<file path="config.mk">
export PLATFORM = sky130hd
export DESIGN_NAME = scramble_frame_sequencer
export DESIGN_NICKNAME = d
export VERILOG_FILES = /design/src/rtl/scr_frame_pkg.sv /design/src/rtl/scr_frame_checksum.sv /design/src/rtl/scramble_frame_sequencer.sv
export SDC_FILE = /design/constraint.sdc
export NUM_CORES = 1
export LEC_CHECK = 0
export ABC_AREA = 0
export BUFFER_PORTS_ARGS = -buffer_cell sky130_fd_sc_hd__buf_2
export CAP_MARGIN = 30
export CORE_MARGIN = 1.5
export CORE_UTILIZATION = 48
export DETAILED_ROUTE_END_ITERATION = 12
export HOLD_SLACK_MARGIN = 0.02
export PLACE_DENSITY_LB_ADDON = 0.08
export SYNTH_ARGS = -nofsm -noshare
export SYNTH_HDL_FRONTEND = slang
export SYNTH_SLANG_ARGS = --single-unit
</file>
<file path="constraint.sdc">
create_clock -name clk -period 2.3 [get_ports clk]
set_input_delay 0.23 -clock clk [delete_from_list [all_inputs] [get_ports clk]]
set_output_delay 0.23 -clock clk [all_outputs]
set_load 0.1 [all_outputs]
</file>
<file path="src/rtl/scr_frame_pkg.sv">
// scr_frame_pkg: FSM state type and default sync word for scramble_frame_sequencer.
// The TRAILER state exists only when SCR_FRAME_TRAILER_EN is defined.
package scr_frame_pkg;
    localparam logic [7:0] SCR_SYNC_WORD = 8'hA5;
`ifdef SCR_FRAME_TRAILER_EN
    typedef enum logic [2:0] {IDLE, SEED, SYNC, PAYLOAD, DRAIN, TRAILER} state_t;
`else
    typedef enum logic [2:0] {IDLE, SEED, SYNC, PAYLOAD, DRAIN} state_t;
`endif
endpackage

</file>
<file path="src/rtl/scr_frame_checksum.sv">
// scr_frame_checksum: running XOR of accepted payload words, cleared at frame start.
// Only built when SCR_FRAME_TRAILER_EN is defined.
`ifdef SCR_FRAME_TRAILER_EN
module scr_frame_checksum #(
    parameter int WORD_LEN = 8
) (
    input  logic                clk,
    input  logic                rst,
    input  logic                clr,
    input  logic                en,
    input  logic [WORD_LEN-1:0] din,
    output logic [WORD_LEN-1:0] sum
);
    always_ff @(posedge clk) begin
        if (rst || clr) sum <= '0;
        else if (en) sum <= sum ^ din;
    end
endmodule
`endif

</file>
<file path="src/rtl/scramble_frame_sequencer.sv">
// scramble_frame_sequencer: frames an external scrambler's stream as SYNC_WORD + PAYLOAD_WORDS beats.
// SCR_FRAME_TRAILER_EN adds an XOR trailer beat that carries out_eof.
module scramble_frame_sequencer
    import scr_frame_pkg::*;
#(
    parameter int                  WORD_LEN      = 8,
    parameter int                  PAYLOAD_WORDS = 16,
    parameter logic [WORD_LEN-1:0] SYNC_WORD     = WORD_LEN'(SCR_SYNC_WORD)
) (
    input  logic                clk,
    input  logic                rst,
    input  logic [WORD_LEN-1:0] in_data,
    input  logic                in_valid,
    output logic                in_ready,
    output logic                scr_rst,
    output logic                scr_ena,
    output logic [WORD_LEN-1:0] scr_din,
    input  logic [WORD_LEN-1:0] scr_dout,
    input  logic                scr_dout_valid,
    output logic [WORD_LEN-1:0] out_data,
    output logic                out_valid,
    output logic                out_sof,
    output logic                out_eof,
    output logic [15:0]         frame_count
);
    localparam int CW = $clog2(PAYLOAD_WORDS + 1);
    localparam logic [CW-1:0] LAST = CW'(PAYLOAD_WORDS - 1);

    state_t        state, state_nx, fin;
    logic [CW-1:0] acc_cnt, emit_cnt;
    logic          busy, accept, emit, last_beat, frame_done;

    // Outputs are gated by rst so the reset values hold even on the first reset cycle.
    assign busy      = state == PAYLOAD || state == DRAIN;
    assign in_ready  = !rst && state == PAYLOAD && acc_cnt < CW'(PAYLOAD_WORDS);
    assign accept    = in_valid && in_ready;
    assign emit      = !rst && busy && scr_dout_valid;
    assign last_beat = emit && emit_cnt == LAST;
    assign scr_rst   = rst || state == SEED;
    assign scr_ena   = scr_rst || accept;
    assign scr_din   = in_data;
    assign out_sof   = !rst && state == SYNC;

`ifdef SCR_FRAME_TRAILER_EN
    logic [WORD_LEN-1:0] checksum;

    scr_frame_checksum #(.WORD_LEN(WORD_LEN)) u_checksum (
        .clk (clk),
        .rst (rst),
        .clr (state == SEED),
        .en  (accept),
        .din (in_data),
        .sum (checksum)
    );

    assign fin        = TRAILER;
    assign frame_done = !rst && state == TRAILER;
    assign out_eof    = frame_done;
    assign out_data   = state == SYNC ? SYNC_WORD : state == TRAILER ? checksum : scr_dout;
    assign out_valid  = out_sof || frame_done || emit;
`else
    assign fin        = in_valid ? SEED : IDLE;
    assign frame_done = last_beat;
    assign out_eof    = last_beat;
    assign out_data   = state == SYNC ? SYNC_WORD : scr_dout;
    assign out_valid  = out_sof || emit;
`endif

    // With a zero-latency scrambler the last beat can coincide with the last accept,
    // so completion takes priority over the move to DRAIN.
    always_comb begin
        state_nx = state;
        case (state)
            IDLE:           state_nx = in_valid ? SEED : IDLE;
            SEED:           state_nx = SYNC;
            SYNC:           state_nx = PAYLOAD;
            PAYLOAD, DRAIN: state_nx = last_beat ? fin : (accept && acc_cnt == LAST) ? DRAIN : state;
`ifdef SCR_FRAME_TRAILER_EN
            TRAILER:        state_nx = in_valid ? SEED : IDLE;
`endif
            default:        state_nx = IDLE;
        endcase
    end

    always_ff @(posedge clk) begin
        if (rst) begin
            state       <= IDLE;
            acc_cnt     <= '0;
            emit_cnt    <= '0;
            frame_count <= '0;
        end else begin
            state       <= state_nx;
            acc_cnt     <= state == SEED ? '0 : acc_cnt + CW'(accept);
            emit_cnt    <= state == SEED ? '0 : emit_cnt + CW'(emit);
            frame_count <= frame_count + 16'(frame_done);
        end
    end
endmodule

</file>
==> run metrics <==
DR DRC count 0; fin crit share 0.894; post-DR wirelength/cell 12.5 µm; clk_lat worst skew ~0.33 ns; unrepaired setup endpoints after global routing false; dpl cell area 1790 µm²; Vias approximately 1300; Layout Utilization 0.610; Design Area, Final 1850 µm²; Worst setup endpoint out_sof; Max Clk Rate 487 MHz; Final ANT Viol Nets 0; Final Hold Violating Endpoints 0; die area 3520 µm²; initial antenna violation count 0; CTS Buffer Depth 2; worst reg2reg endpoint frame_count[13]; Worst Tran Pin Value 0.492 ns; total gr overflow 0; nets approximately 230; I/O Buffers 41; Hold-fix buffers, CTS 0; Fin Clk Skew approximately 0.0037 ns; first-pass GRT wire length 5070 µm; pwr dens approximately 590 nW/µm²; Vert. Die Dim around 59 µm; Vias/cell 5.03; Startpoint Class flop; Seq/Total Area, Yosys 0.381; Worst EP required ~2.1 ns; CTS tree yes; Yosys warnings 0; Post-synth EDFFs 0; CTS sink cnt 29; max capacitance violation total 0; DR pass1 iterations 4; post-cts sizing count 0; fillers 274; ys async rst share 0; hold_ws 0.287 ns; Rows 20; clk slew on worst S/H paths 0.09 ns; outcome finished clean; RR Startpoint state[0]; Mapped Area 1520 µm²; Tot Pwr 1.10 mW; DP Worst Slack 0.135 ns; htree depth 2; Max FO, Critical Path 9; largest net degree at the start of global routing 25; I/O Pins 58; ys flop type dfxtp_1; Initial Utilization 0.503; final WL 3130 µm; Root Driver clkbuf_4; min-delay worst type in2reg; final setup fails 0; Setup crit end kind output pin; Area growth syn-to-layout 21.4%; vias in the first global route 1179; Post CTS Setup Buffer Count 0; Starting DRT DRC Count 61; Final Max Tran Viols 0; PnR worst setup slack 0.245 ns; Tot GR Track Use 0.193; clock buffer count from CTS 5; Synth Register Bits 29; reg-to-reg slack, setup 0.24 ns; Setup CP Type reg2out; critical path arrival 1.83 ns; Mapped Nets 194; leak pwr 0.816 nW; Tmin final 2.06 ns; worst reg2reg path depth 8; Setup crit start state[1]; share of cells above drive strength 1 0.383; core region area around 3000 µm²; Final HPWL DP between 2000 and 2500 µm; Avg Inst Size Synth roughly 9 µm²; VDD IR max 0.420 mV; worst rel slew slack 0.674; antenna cell count 0; Synth cell types 39; Syn Inst Count 168; Die Width 59.3 µm; GPL Wtd Cong 0.846
## flip-flops by register name, indices dropped and copies added, names as in the netlist
| register | cells |
|---|---|
| state | 3 |
| emit_cnt | 5 |
| acc_cnt | 5 |
| frame_count | 16 |
## layer usage
metal | GRT usage | vias up | share of wire
li1 | - | 641 | -
met1 | 0.234 | 582 | 0.44
met2 | 0.306 | 28 | 0.49
met3 | 0.0655 | 6 | 0.054
met4 | 0.0877 | 0 | 0.016
met5 | 0 | - | 0
## synth_stat cells (2+ instances only)
master    n  area share
nor2b_1   9       0.037
o21ai_0   6       0.020
nand2_1   8       0.020
nor3_1    4       0.013
inv_1     5       0.012
nand3_1   9       0.030
and3_1    2      0.0082
nand4_1   3       0.012
nor2_1   17       0.042
a21oi_1   5       0.016
nor2_2    4       0.016
buf_4     8       0.039
xor2_1    6       0.035
dfxtp_1  29        0.38
xnor2_1  11       0.063
buf_2     3      0.0099
nor4_2    4       0.033
and2_1    4       0.016
or3_1     3       0.012
ha_1      6       0.049
or2_2     4       0.016
## kinds of logic after synthesis
kind of cell,after synthesis,share of synthesized area
xor+xnor,17,0.0978
buf+inv,18,0.0666
compound gates,15,0.0633
simple gates,83,0.342
flops,29,0.381
fa+ha+maj,6,0.0493
## final cells by class
cell class,instances,area (µm²),area share
multi-input cells,121,906,0.490
well taps,44,55.1,0.0298
flip-flops and latches,29,583,0.316
clock buffers,7,55.1,0.0298
inverters,6,26.3,0.0142
repair buffers,43,223,0.121
## critical path, cell delays in order, from the launching register on
cell and delay, ns:
dfxtp_1 0.42, nor3b_2 0.43, nor2b_4 0.22, buf_2 0.42
## power by group
group | total (mW) | internal [mW] | switching [mW]
sequential | 0.518 | 0.508 | 0.0102
combinational | 0.259 | 0.0495 | 0.210
clock | 0.321 | 0.144 | 0.177
## how the worst min path moves through the flow
stage | start | to | cells after the start | slack (ns)
floorplan | rst | state[1] | 3 | 0.41
global placement | in_data[0] | scr_din[0] | 0 | 0.46
detailed placement | in_data[0] | scr_din[0] | 0 | 0.46
CTS | in_valid | state[0] | 4 | 0.29
global route | in_valid | state[0] | 4 | 0.29
finish | in_valid | state[0] | 4 | 0.29
## cells in the final DEF, fill, tap and decap left out, types with 2 or more instances in the layout
cell type,instances
dfxtp_1,27
buf_2,40
nor4_2,4
o21ai_0,6
ha_1,4
xor2_1,6
nor2_2,4
nand4_1,3
nor3_1,2
or2_2,5
dfxtp_2,2
inv_1,4
nand2_1,7
clkbuf_4,6
or3_1,3
nor3_2,2
ha_4,2
buf_4,2
and3_1,2
nand3_1,9
and2_1,4
nor2b_1,8
nor2_1,17
a21oi_1,5
xnor2_1,11
## stage by stage
step / instances / TNS (ns)
2_1_floorplan: 168 / -0.777
3_3_place_gp: 243 / 0
3_5_place_dp: 243 / 0
4_1_cts: 250 / 0
5_1_grt: 250 / 0
6_report: 250 / 0
(Power assumes the default switching activity.)
